==> src/rtl/cu_pkg.sv <==
// Shared control-unit definitions: control-word width, the bit position of
// each named decoder output, and the word type used across the slice.
package cu_pkg;

    localparam int CU_WORD_W = 11;

    // Bit positions of the decoder outputs inside the control word.
    localparam int CU_P  = 10;
    localparam int CU_Q  = 9;
    localparam int CU_R  = 8;
    localparam int CU_S  = 7;
    localparam int CU_T  = 6;
    localparam int CU_U  = 5;
    localparam int CU_V  = 4;
    localparam int CU_W  = 3;
    localparam int CU_XX = 2;
    localparam int CU_Y  = 1;
    localparam int CU_Z  = 0;

    typedef logic [CU_WORD_W-1:0] cu_word_t;

endpackage

==> src/rtl/cu_word_mem.sv <==
// Storage array for the control-word FIFO.
// One synchronous write port, one asynchronous read port, contents not reset.
module cu_word_mem
    import cu_pkg::*;
#(
    parameter int WIDTH = CU_WORD_W,
    parameter int DEPTH = 4,
    localparam int AW   = $clog2(DEPTH)
) (
    input  logic             clk,
    input  logic             we,
    input  logic [AW-1:0]    waddr,
    input  logic [WIDTH-1:0] wdata,
    input  logic [AW-1:0]    raddr,
    output logic [WIDTH-1:0] rdata
);

    logic [WIDTH-1:0] r_mem [DEPTH];

    // Capture the offered word into the addressed entry.
    always_ff @(posedge clk) begin
        if (we) begin
            r_mem[waddr] <= wdata;
        end
    end

    assign rdata = r_mem[raddr];

endmodule

==> src/rtl/cu_word_fifo.sv <==
// Control-word FIFO behind the non-stalling decoder: buffers words, drops
// consecutive duplicates, and flags words lost while full.
module cu_word_fifo
    import cu_pkg::*;
#(
    parameter int WIDTH = CU_WORD_W,
    parameter int DEPTH = 4,
    parameter bit DEDUP = 1'b1,
    localparam int AW   = $clog2(DEPTH),
    localparam int LW   = $clog2(DEPTH) + 1
) (
    input  logic             clk,
    input  logic             rst_n,
    input  logic             in_valid,
    input  logic [WIDTH-1:0] in_word,
    output logic             in_ready,
    output logic             out_valid,
    output logic [WIDTH-1:0] out_word,
    input  logic             out_ready,
    output logic [LW-1:0]    level,
    output logic             ovf,
    input  logic             clr_ovf
);

    localparam logic [LW-1:0] FULL_LVL = LW'(DEPTH);

    logic [AW-1:0]    r_wr_ptr;
    logic [AW-1:0]    r_rd_ptr;
    logic [LW-1:0]    r_level;
    logic             r_ovf;
    logic             r_last_vld;
    logic [WIDTH-1:0] r_last_word;
    logic             r_written;

    logic             w_dup;
    logic             w_push;
    logic             w_pop;
    logic             w_ovf_set;
    logic [WIDTH-1:0] w_rdata;

    assign in_ready  = (r_level != FULL_LVL);
    assign out_valid = (r_level != '0);
    assign level     = r_level;
    assign ovf       = r_ovf;

    assign w_dup     = DEDUP && r_last_vld && (in_word == r_last_word);
    assign w_push    = in_valid && in_ready && !w_dup;
    assign w_pop     = out_valid && out_ready;
    assign w_ovf_set = in_valid && !in_ready && !w_dup;

    // Until the first write after reset the head reads as zero rather than
    // whatever the unreset array happens to hold.
    assign out_word  = r_written ? w_rdata : '0;

    cu_word_mem #(
        .WIDTH (WIDTH),
        .DEPTH (DEPTH)
    ) u_mem (
        .clk   (clk),
        .we    (w_push),
        .waddr (r_wr_ptr),
        .wdata (in_word),
        .raddr (r_rd_ptr),
        .rdata (w_rdata)
    );

    // Pointer and occupancy tracking; level is kept apart from the
    // pointers so full and empty never alias.
    always_ff @(posedge clk or negedge rst_n) begin
        if (!rst_n) begin
            r_wr_ptr <= '0;
            r_rd_ptr <= '0;
            r_level  <= '0;
        end else begin
            if (w_push) begin
                r_wr_ptr <= r_wr_ptr + AW'(1);
            end
            if (w_pop) begin
                r_rd_ptr <= r_rd_ptr + AW'(1);
            end
            if (w_push && !w_pop) begin
                r_level <= r_level + LW'(1);
            end else if (w_pop && !w_push) begin
                r_level <= r_level - LW'(1);
            end
        end
    end

    // Remember the last accepted word for duplicate suppression.
    always_ff @(posedge clk or negedge rst_n) begin
        if (!rst_n) begin
            r_last_vld  <= 1'b0;
            r_last_word <= '0;
            r_written   <= 1'b0;
        end else if (w_push) begin
            r_last_vld  <= 1'b1;
            r_last_word <= in_word;
            r_written   <= 1'b1;
        end
    end

    // Sticky overflow; a new loss in the same cycle as a clear keeps it set.
    always_ff @(posedge clk or negedge rst_n) begin
        if (!rst_n) begin
            r_ovf <= 1'b0;
        end else if (w_ovf_set) begin
            r_ovf <= 1'b1;
        end else if (clr_ovf) begin
            r_ovf <= 1'b0;
        end
    end

endmodule

==> config.mk <==
export PLATFORM = sky130hd
export DESIGN_NAME = cu_word_fifo
export DESIGN_NICKNAME = d
export VERILOG_FILES = /design/src/rtl/cu_pkg.sv /design/src/rtl/cu_word_mem.sv /design/src/rtl/cu_word_fifo.sv
export SDC_FILE = /design/constraint.sdc
export NUM_CORES = 1
export LEC_CHECK = 0
export BUFFER_PORTS_ARGS = -buffer_cell sky130_fd_sc_hd__buf_2
export CAP_MARGIN = 20
export CORE_ASPECT_RATIO = 1.5
export CORE_MARGIN = 5
export CORE_UTILIZATION = 60
export DETAILED_ROUTE_END_ITERATION = 12
export HOLD_SLACK_MARGIN = 0.05
export PLACE_DENSITY_LB_ADDON = 0.25
export SLEW_MARGIN = 15
export SYNTH_ARGS = -nofsm -noshare
export SYNTH_HDL_FRONTEND = slang
export SYNTH_HIERARCHICAL = 1
export SYNTH_SLANG_ARGS = --single-unit
==> constraint.sdc <==
create_clock -name clk -period 6.17 [get_ports clk]
set_clock_uncertainty 0.1 [all_clocks]
set_input_delay 0 -clock clk [delete_from_list [all_inputs] [get_ports clk]]
set_output_delay 0 -clock clk [all_outputs]
set_load 0.02 [all_outputs]
==> impl_metrics.toml, run 1 <==
[floorplan]
start_util = 0.627
ioPinCount = 33
dieArea_sq_mm = 0.00594
die_x_um = 64.6
core_area_sq_mm = 0.00428
die_y_um = 91.9
rows = 29

[cells_and_area]
fin_cells = 263
diodes = 0
synthToLayoutAreaGrowth_pct = 21.8
fillers = 287
final_cell_area_sq_mm = 0.00327
layout-drive-gt1-share = 0.336
num-nets-final = 230

[setup_path]
worstPathCellList = "nor3b_2 -> inv_1 -> nand2_2 -> nor2_1 -> ha_1 -> inv_1 -> fa_1 -> mux2_2"
critPathRequiredTime_ps = 6290
ff2ff_setup_slack_ps = 3620
worstPathMaxFanout = 13
crit_top_cell = "inv_1"
arrival_ps = 2670
worstSetupStartpointType = "flop"
max_stage_delay_ps = 460
crit_start = "level[0]"
cp_slowest_cell = "dfrtp_1"
critPathKind = "reg2reg"
cp-end-kind = "flop"
path_buf_inv = 2
worstReg2RegStart = "level[0]"
cp_top_family = "simple AND/OR/NAND/NOR gates"

[synth]
ys_warn_count = 6
ys_seq_area_frac = 0.679
netlist_top_cells_area = "edfxtp_1 (49%), dfrtp_1 (19%), mux4_2 (8.4%)"
yosys.area.top_type_share = 0.493
synth_top_area_cell = "edfxtp_1"
ys_ff_latch = 64
synthDistinctLibCells = 32
syn_area_per_cell_sq_um = 17.3
synthTopCellsByCount = "edfxtp_1 (44), dfrtp_1 (20), xnor2_1 (14), mux2_2 (12), and2_1 (11)"
synth_nets = 173
synth_area_sq_mm = 0.00268
synthFlopType = "edfxtp_1"
async_reset_ff_frac = 0.313
synth_edf_count = 44
synth_cells = 155
synth.most_common_cell = "edfxtp_1"

[global_route]
gr-usage-met3 = 0.0513
use_met1 = 0.226
grt_pass1_vias = 1605
grt_pass1_wl_um = 8330
grt_usage = 0.193
busiest_layer = "met2"
grt_start_max_net_pins = 21
antenna_found_initial = 0
use_met2 = 0.332
grt_overflow = 0

[placed_design]
portBuffers = 32
place_inst = 230
dpl_cell_area_sq_mm = 0.00288
dp_slack_ps = 3630
gp_congestion = 0.735
dp_hpwl_um = 3370

[clock_tree]
numCtsBuffers = 9
root_buffer = "clkbuf_8"
post_cts_resized = 0
cts.htree.levels = 3
tritoncts = "built"
path_clk_slew_ps = 80
clockBufferDepth = 2
clkSinkCount = 64
clk_latency_ps = 330

[hold_path]
hp-start = "in_word[10]"
min_path_type = "in2reg"

[sta]
slew_headroom = 0.416
hold_viol_final = 0
finalSetupViolations = 0
setup_tns_ps = 0
slew_viol_final = 0
worst_slack_ps = 3620
post-route-period-util = 0.413
timing.fmax_mhz = 392
fin_hold_ws_ps = 358
rsz0062_at_grt = "false"
period_needed_ps = 2550
tightest_slew_ps = 873

[pwr]
vdd_drop_max_mv = 0.359
p_leak_nw = 1.23
powerDensity_mw_per_mm2 = 478

[route]
drt_iter0_drc = 56
finalWirelength_um = 4960
routed_via_density = 5.81
vias = 1528
drc_errors = 0
first_pass_iters = 4
wl_per_cell_um = 18.9
ant_nets = 0

[flow_run]
drv_cap = 0

[outcome]
status = "finished clean"
==> repair_timing <==
item	4_1_cts	5_1_grt
setup buffers	0	0
setup endpoints to repair	0	0
hold endpoints to repair	80	0
hold buffers	17	0
==> worst paths after layout <==
check                                endpoint  cells after the start
setup reg to reg                     level[1]                      8
hold / removal             u_mem/r_mem[1][10]                      2
min in group asynchronous            level[1]                      3
setup / recovery                     level[1]                      8
max in group asynchronous      r_last_word[8]                      3
hold reg to reg                      level[2]                      1
==> where the power goes <==
part,switching (mW),total (mW),internal (mW)
clock,0.160,0.388,0.228
sequential,0.0987,0.673,0.574
combinational,0.251,0.499,0.248
==> routing by layer <==
metal / share of wire / wire (um)
met4: 0.016 / 78
met5: 0 / 0
met1: 0.38 / 1900
met3: 0.048 / 238
met2: 0.55 / 2750
==> registers in the layout, indices dropped and copies added (netlist names) <==
| name | count |
|---|---|
| r_rd_ptr | 2 |
| ovf | 1 |
| u_mem/r_mem | 44 |
| level | 3 |
| r_wr_ptr | 2 |
| r_last_word | 11 |
| r_written | 1 |
==> placed cells by master, fill, tap and decap left out, types with 3 or more instances in the layout <==
| master | synthesis | routed |
|---|---|---|
| dlygate4sd3_1 | 0 | 17 |
| and2_1 | 11 | 11 |
| buf_2 | 1 | 32 |
| mux4_2 | 10 | 10 |
| inv_1 | 6 | 6 |
| clkbuf_8 | 0 | 9 |
| a21oi_1 | 3 | 3 |
| nand3_1 | 3 | 3 |
| dfrtp_1 | 20 | 20 |
| mux2_2 | 12 | 12 |
| edfxtp_1 | 44 | 44 |
| xnor2_1 | 14 | 14 |
| clkinv_4 | 0 | 3 |
| nand4_1 | 3 | 3 |
==> cell type report <==
cell class                      instances  area (sq um)  area share
Sequential cell                        64          1820       0.558
Multi-Input combinational cell         81           807       0.247
Timing Repair Buffer                   50           338       0.103
Clock buffer                            9           124      0.0379
Clock inverter                          7          96.3      0.0295
Tap cell                               46          57.6      0.0176
Inverter                                6          22.5     0.00689
==> cells by family (layout without fill, tap and decap cells) <==
logic type                 count (synthesis)  after routing  share of synthesized area
xor gates and xnor gates                  16             16                     0.0522
DFF                                       64             64                      0.679
adders and majority gates                  2              2                     0.0121
buffers and inverters                     10             72                     0.0201
muxes                                     23             23                      0.144
and+or+nand+nor                           33             33                     0.0774
AOI/OAI and AO/OA                          7              7                     0.0149
==> metrics by stage <==
stage               utilization  power, mW
global route              0.763       1.65
floorplan                     -       1.03
finish                    0.763       1.56
detailed placement        0.672       1.18
CTS                       0.763       1.58
global placement          0.672       1.14
No activity file was read; power rests on OpenSTA's default activity.
==> inputs of run 2 (changes only) <==
- ABC_AREA: not set -> 1
- CORE_UTILIZATION: 60 -> 52
- clock period: 6.17 -> 2.1 ns (I/O delays scaled with it)
==> run 2 against run 1 <==
The run now ends with negative setup slack left. Via count grew 60%. Non-clock buffer count grew 21. Synthesized cell count is 130% higher. Wire length grew 41%. Global-route usage increased by 0.34 points. Area after synthesis increased by 15%. Maximum frequency is 17% higher. Count of clock-buffer cells in the layout is 5 higher. Worst setup slack got worse by 3700 ps. Sequential power rose to 2.8 times the previous value. Critical path type unchanged. Highest routed layer unchanged.
==> impl_metrics.toml, run 2 <==
[sta]
timing.fmax_mhz = 459
slew_headroom = 0.723
worst_slack_ps = -78.0
rsz0062_at_grt = "true"
period_needed_ps = 2180
hold_viol_final = 0
post-route-period-util = 1.04
fin_hold_ws_ps = 310
setup_tns_ps = -96.1
finalSetupViolations = 2
slew_viol_final = 0
tightest_slew_ps = 414

[placed_design]
gp_congestion = 0.741
dp_hpwl_um = 4330
place_inst = 460
portBuffers = 32
dp_slack_ps = -186

[floorplan]
rows = 34
ioPinCount = 33
die_x_um = 72.9
core_area_sq_mm = 0.00579
dieArea_sq_mm = 0.00762
start_util = 0.534
die_y_um = 104

[pwr]
total_power_mw = 4.91
p_leak_nw = 1.99
powerDensity_mw_per_mm2 = 1260
vdd_drop_max_mv = 1.18

[clock_tree]
numCtsBuffers = 9
clockBufferDepth = 2
clkSinkCount = 64
tritoncts = "built"
root_buffer = "clkbuf_8"
cts.htree.levels = 3
clk_latency_ps = 340
path_clk_slew_ps = 60

[synth]
synth_nets = 371
synth_edf_count = 44
yosys.area.top_type_share = 0.428
synthFlopType = "edfxtp_1"
synth_area_sq_mm = 0.00309
synthTopCellsByCount = "nand2_1 (122), inv_1 (82), edfxtp_1 (44), nand3_1 (38), dfrtp_1 (20)"
ys_ff_latch = 64
synth.most_common_cell = "nand2_1"
syn_area_per_cell_sq_um = 8.75
ys_warn_count = 6
ys_seq_area_frac = 0.589
netlist_top_cells_area = "edfxtp_1 (43%), dfrtp_1 (16%), nand2_1 (15%)"
async_reset_ff_frac = 0.313
synth_cells = 353
synth_top_area_cell = "edfxtp_1"
synthDistinctLibCells = 24

[route]
wl_per_cell_um = 13.9
finalWirelength_um = 7000
vias = 2452
drt_iter0_drc = 77
first_pass_iters = 5
ant_nets = 0
routed_via_density = 4.88
drc_errors = 0

[setup_path]
arrival_ps = 2300
cp_slowest_cell = "dfrtp_1"
worst_r2r_endpoint = "level[2]"
worstPathCellList = "inv_1 -> nand2_1 -> nand2_1 -> clkinv_2 -> nand2_2 -> nor2_4 -> nand3_4 -> nand2_4 -> inv_4 -> buf_6 -> ha_4 -> inv_4 -> fa_2 -> a21oi_2 -> o21ai_2 -> xor2_1"
critPathRequiredTime_ps = 2220
worstPathMaxFanout = 3
cp-end-kind = "flop"
path_buf_inv = 5
worstSetupStartpointType = "flop"
reg2reg_depth = 16
critPathKind = "reg2reg"
ff2ff_setup_slack_ps = -80
max_stage_delay_ps = 400
cp_top_family = "adder cells"
worstReg2RegStart = "r_last_word[1]"

[cells_and_area]
layout_common_cells = "nand2_1 (121), inv_1 (80), edfxtp_1 (44)"
diodes = 0
largest_register_ffs = 44
multi_input_area_sq_um = 960
seqCellArea_sq_mm = 0.00183
fillers = 474
layout_commonest_cell = "nand2_1"
synthToLayoutAreaGrowth_pct = 26.0
layout-drive-gt1-share = 0.223
top_register = "u_mem/r_mem"
num-nets-final = 443
fin_cells = 502

[hold_path]
min_path_type = "in2reg"
min_to = "ovf"
hp-start = "clr_ovf"
hold_depth = 3

[global_route]
grt_pass1_wl_um = 11300
grt_usage = 0.196
grt_pass1_vias = 2448
antenna_found_initial = 0
grt_start_max_net_pins = 23
grt_overflow = 0

[flow_run]
drv_cap = 0

[outcome]
violations = "negative setup slack"
status = "finished with violations"
-- run 2: where the power goes --
part | internal (mW) | switching, mW
clock network | 0.426 | 0.433
registers | 1.68 | 0.174
logic | 0.799 | 1.39
total | 2.91 | 2.00
-- run 2: cells by family after synthesis --
family / count (synthesis) / synth area share
compound gates: 5 / 0.00810
flops: 64 / 0.589
fa+ha+maj: 2 / 0.0105
simple gates: 177 / 0.244
buf+inv: 99 / 0.131
xor+xnor: 6 / 0.0170
-- run 2: cell type report --
type,instances,share of cell area
Clock inverter,2,0.00257
Clock buffer,14,0.0366
Tap cell,72,0.0231
Sequential cell,64,0.469
Multi-Input combinational cell,190,0.247
Timing Repair Buffer,71,0.135
Inverter,89,0.0874
-- run 2: per-layer routing --
metal  vias to the layer above  global-route usage  wire length, um
met5                         -                   0                0
met3                        20              0.0358              308
met2                        73               0.340             3840
met1                      1147               0.230             2620
li1                       1212                   -                -
met4                         0              0.0871              229
-- run 2: repair_timing --
item,CTS,global route
hold buffers,18,0
setup endpoints to repair,46,47
gates resized for setup,2,15
pin swaps,1,15
hold endpoints to repair,80,0
buffers inserted,0,9
-- run 2: worst reg2reg max path: cells and delay by family, from the launching register on --
kind / cells / cell delay (ps)
adder cells (fa/ha/maj): 2 / 480
buffers and inverters: 5 / 320
AO/OA/AOI/OAI: 2 / 220
flip-flops: 1 / 400
AND/OR/NAND/NOR: 6 / 380
XOR/XNOR: 1 / 160
-- run 2: worst max-delay path by stage --
stage                          to      startpoint  depth (start not counted)  slack [ps]
6_report                 level[2]  r_last_word[1]                         16         -80
5_1_grt                  level[2]  r_last_word[1]                         16        -180
4_1_cts        u_mem/r_mem[2][10]  r_last_word[1]                         11        -200
2_1_floorplan            level[2]        level[0]                         13           4
3_3_place_gp   u_mem/r_mem[3][10]  r_last_word[0]                         11         -90
3_5_place_dp    u_mem/r_mem[0][2]  r_last_word[1]                         11        -190
-- run 2: stage by stage --
stage / cell area (sq um) / utilization
final: 3890 / 0.673
after global routing: 3890 / 0.673
after CTS: 3760 / 0.651
after detailed placement: 3420 / 0.592
after global placement: 3420 / 0.592
after floorplan: 3150 / -
==> inputs of run 3 (changes only) <==
- CELL_PAD_IN_SITES_DETAIL_PLACEMENT: not set -> 2
- CELL_PAD_IN_SITES_GLOBAL_PLACEMENT: not set -> 2
- CORE_UTILIZATION: 52 -> 32
- CTS_CLUSTER_SIZE: not set -> 12
==> run 3 against run 2 <==
The run now ends clean. Worst setup slack better by 100 ps. Non-clock buffer count is 8 higher. Global-route usage is 2.9 points lower. Die area is 54% higher. Final area is 6.1% higher. Flip-flop and latch count stayed put. Maximum frequency is 4.8% higher. Utilization is 24 points lower. Largest power group unchanged.
==> impl_metrics.toml, run 3 (synthesis results as in run 2) <==
[outcome]
status = "finished clean"

[sta]
tightest_slew_ps = 547
slew_viol_final = 0
slew_headroom = 0.634
fin_hold_ws_ps = 78.7
post-route-period-util = 0.989
timing.fmax_mhz = 481
period_needed_ps = 2080
rsz0062_at_grt = "true"
setup_tns_ps = 0
finalSetupViolations = 0
hold_viol_final = 0

[setup_path]
ff2ff_setup_slack_ps = 20
critPathRequiredTime_ps = 2210
reg2reg_depth = 15
arrival_ps = 2180
cp-end-kind = "flop"
worstReg2RegStart = "r_last_word[0]"
worstSetupStartpointType = "flop"
worst_r2r_endpoint = "level[2]"
critPathKind = "reg2reg"
worstPathMaxFanout = 3

[flow_run]
drv_cap = 0

[global_route]
grt_pass1_wl_um = 15000
grt_pass1_vias = 2957
grt_usage = 0.167
antenna_found_initial = 0
grt_overflow = 0
grt_start_max_net_pins = 25

[clock_tree]
cts.htree.levels = 3
numCtsBuffers = 9
root_buffer = "clkbuf_16"
clockBufferDepth = 2
path_clk_slew_ps = 50
tritoncts = "built"
clk_latency_ps = 320
clkSinkCount = 64

[route]
routed_via_density = 4.64
drc_errors = 0
drt_iter0_drc = 112
wl_per_cell_um = 17.1
first_pass_iters = 4
vias = 2563
finalWirelength_um = 9420
ant_nets = 0

[pwr]
p_leak_nw = 2.10
vdd_drop_max_mv = 0.618
swShare = 0.383
clkPwrFrac = 0.267
p_sw_mw = 2.19
powerDensity_mw_per_mm2 = 1380
seqPwrFrac = 0.327
power_frac_comb = 0.406
power.internal_mw = 3.53
total_power_mw = 5.72

[floorplan]
ioPinCount = 33
rows = 44
core_area_sq_mm = 0.00958
die_x_um = 90.2
die_y_um = 130
start_util = 0.323
dieArea_sq_mm = 0.0118

[placed_design]
place_inst = 516
dp_hpwl_um = 6110
gp_congestion = 0.707
dpl_cell_area_sq_mm = 0.00357
portBuffers = 32

[cells_and_area]
layout-drive-gt1-share = 0.249
top_register = "u_mem/r_mem"
synthToLayoutAreaGrowth_pct = 33.6
largest_register_ffs = 44
num-nets-final = 451
layout_commonest_cell = "nand2_1"
layout_common_cells = "nand2_1 (119), inv_1 (80), edfxtp_1 (44)"
fillers = 1078
final_cell_area_sq_mm = 0.00413
diodes = 0
fin_cells = 552

[hold_path]
min_path_type = "in2async"
-- run 3: critical path: stages, from the launching register on --
cell     delay, ps
dfrtp_1        410
inv_1           70
nand2_1         60
nand2_2         90
inv_4           40
nand2_4         60
nor2_4          50
nand3_4         60
nand2_4         60
inv_4           70
ha_4           140
inv_4           40
fa_2           370
a21oi_2        140
o21ai_2         70
xor2_1         140
-- run 3: power groups by stage --
stage	clock (mW)	sequential, mW	combinational [mW]
global placement	0	1.85	2.11
detailed placement	0	1.87	2.20
CTS	1.57	1.86	2.29
global route	1.63	1.90	2.60
floorplan	0	1.90	1.40
finish	1.53	1.87	2.32
-- run 3: area by class of cell --
type	count	area [sq um]	share of cell area
clock buffers	10	229	0.0554
clock inverters	5	72.6	0.0176
inverters	89	342	0.0827
multi-input cells	190	961	0.233
flip-flops and latches	64	1830	0.442
well taps	115	144	0.0348
repair buffers	79	557	0.135
-- run 3: metrics by stage --
| stage | worst slack (ps) | util |
|---|---|---|
| floorplan | 4.44 | - |
| finish | 22.6 | 0.431 |
| global route | -93.2 | 0.431 |
| detailed placement | -138 | 0.373 |
| global placement | -41.2 | 0.373 |
| CTS | 0.833 | 0.424 |
-- run 3: routing by layer --
| layer | vias up | GRT usage | routed length, um |
|---|---|---|---|
| met2 | 38 | 0.338 | 5390 |
| met1 | 1290 | 0.164 | 3600 |
| met4 | 0 | 0.0561 | 170 |
| met5 | - | 0 | 0 |
| met3 | 14 | 0.0392 | 264 |
| li1 | 1221 | - | - |
-- run 3: worst max-delay path by stage --
stage              startpoint  cells past startpoint                 to
2_1_floorplan        level[0]                     13           level[2]
3_3_place_gp   r_last_word[5]                     12           level[1]
3_5_place_dp   r_last_word[0]                     11  u_mem/r_mem[0][0]
4_1_cts        r_last_word[9]                     11           level[1]
5_1_grt        r_last_word[0]                     15           level[2]
6_report       r_last_word[0]                     15           level[2]
-- run 3: timing repair --
| action | CTS | global route |
|---|---|---|
| pin swaps | 7 | 7 |
| hold buffers | 15 | 0 |
| setup endpoints to repair | 24 | 46 |
| endpoints found under the hold margin | 78 | 0 |
| resized for setup | 6 | 10 |
| setup buffers | 2 | 5 |
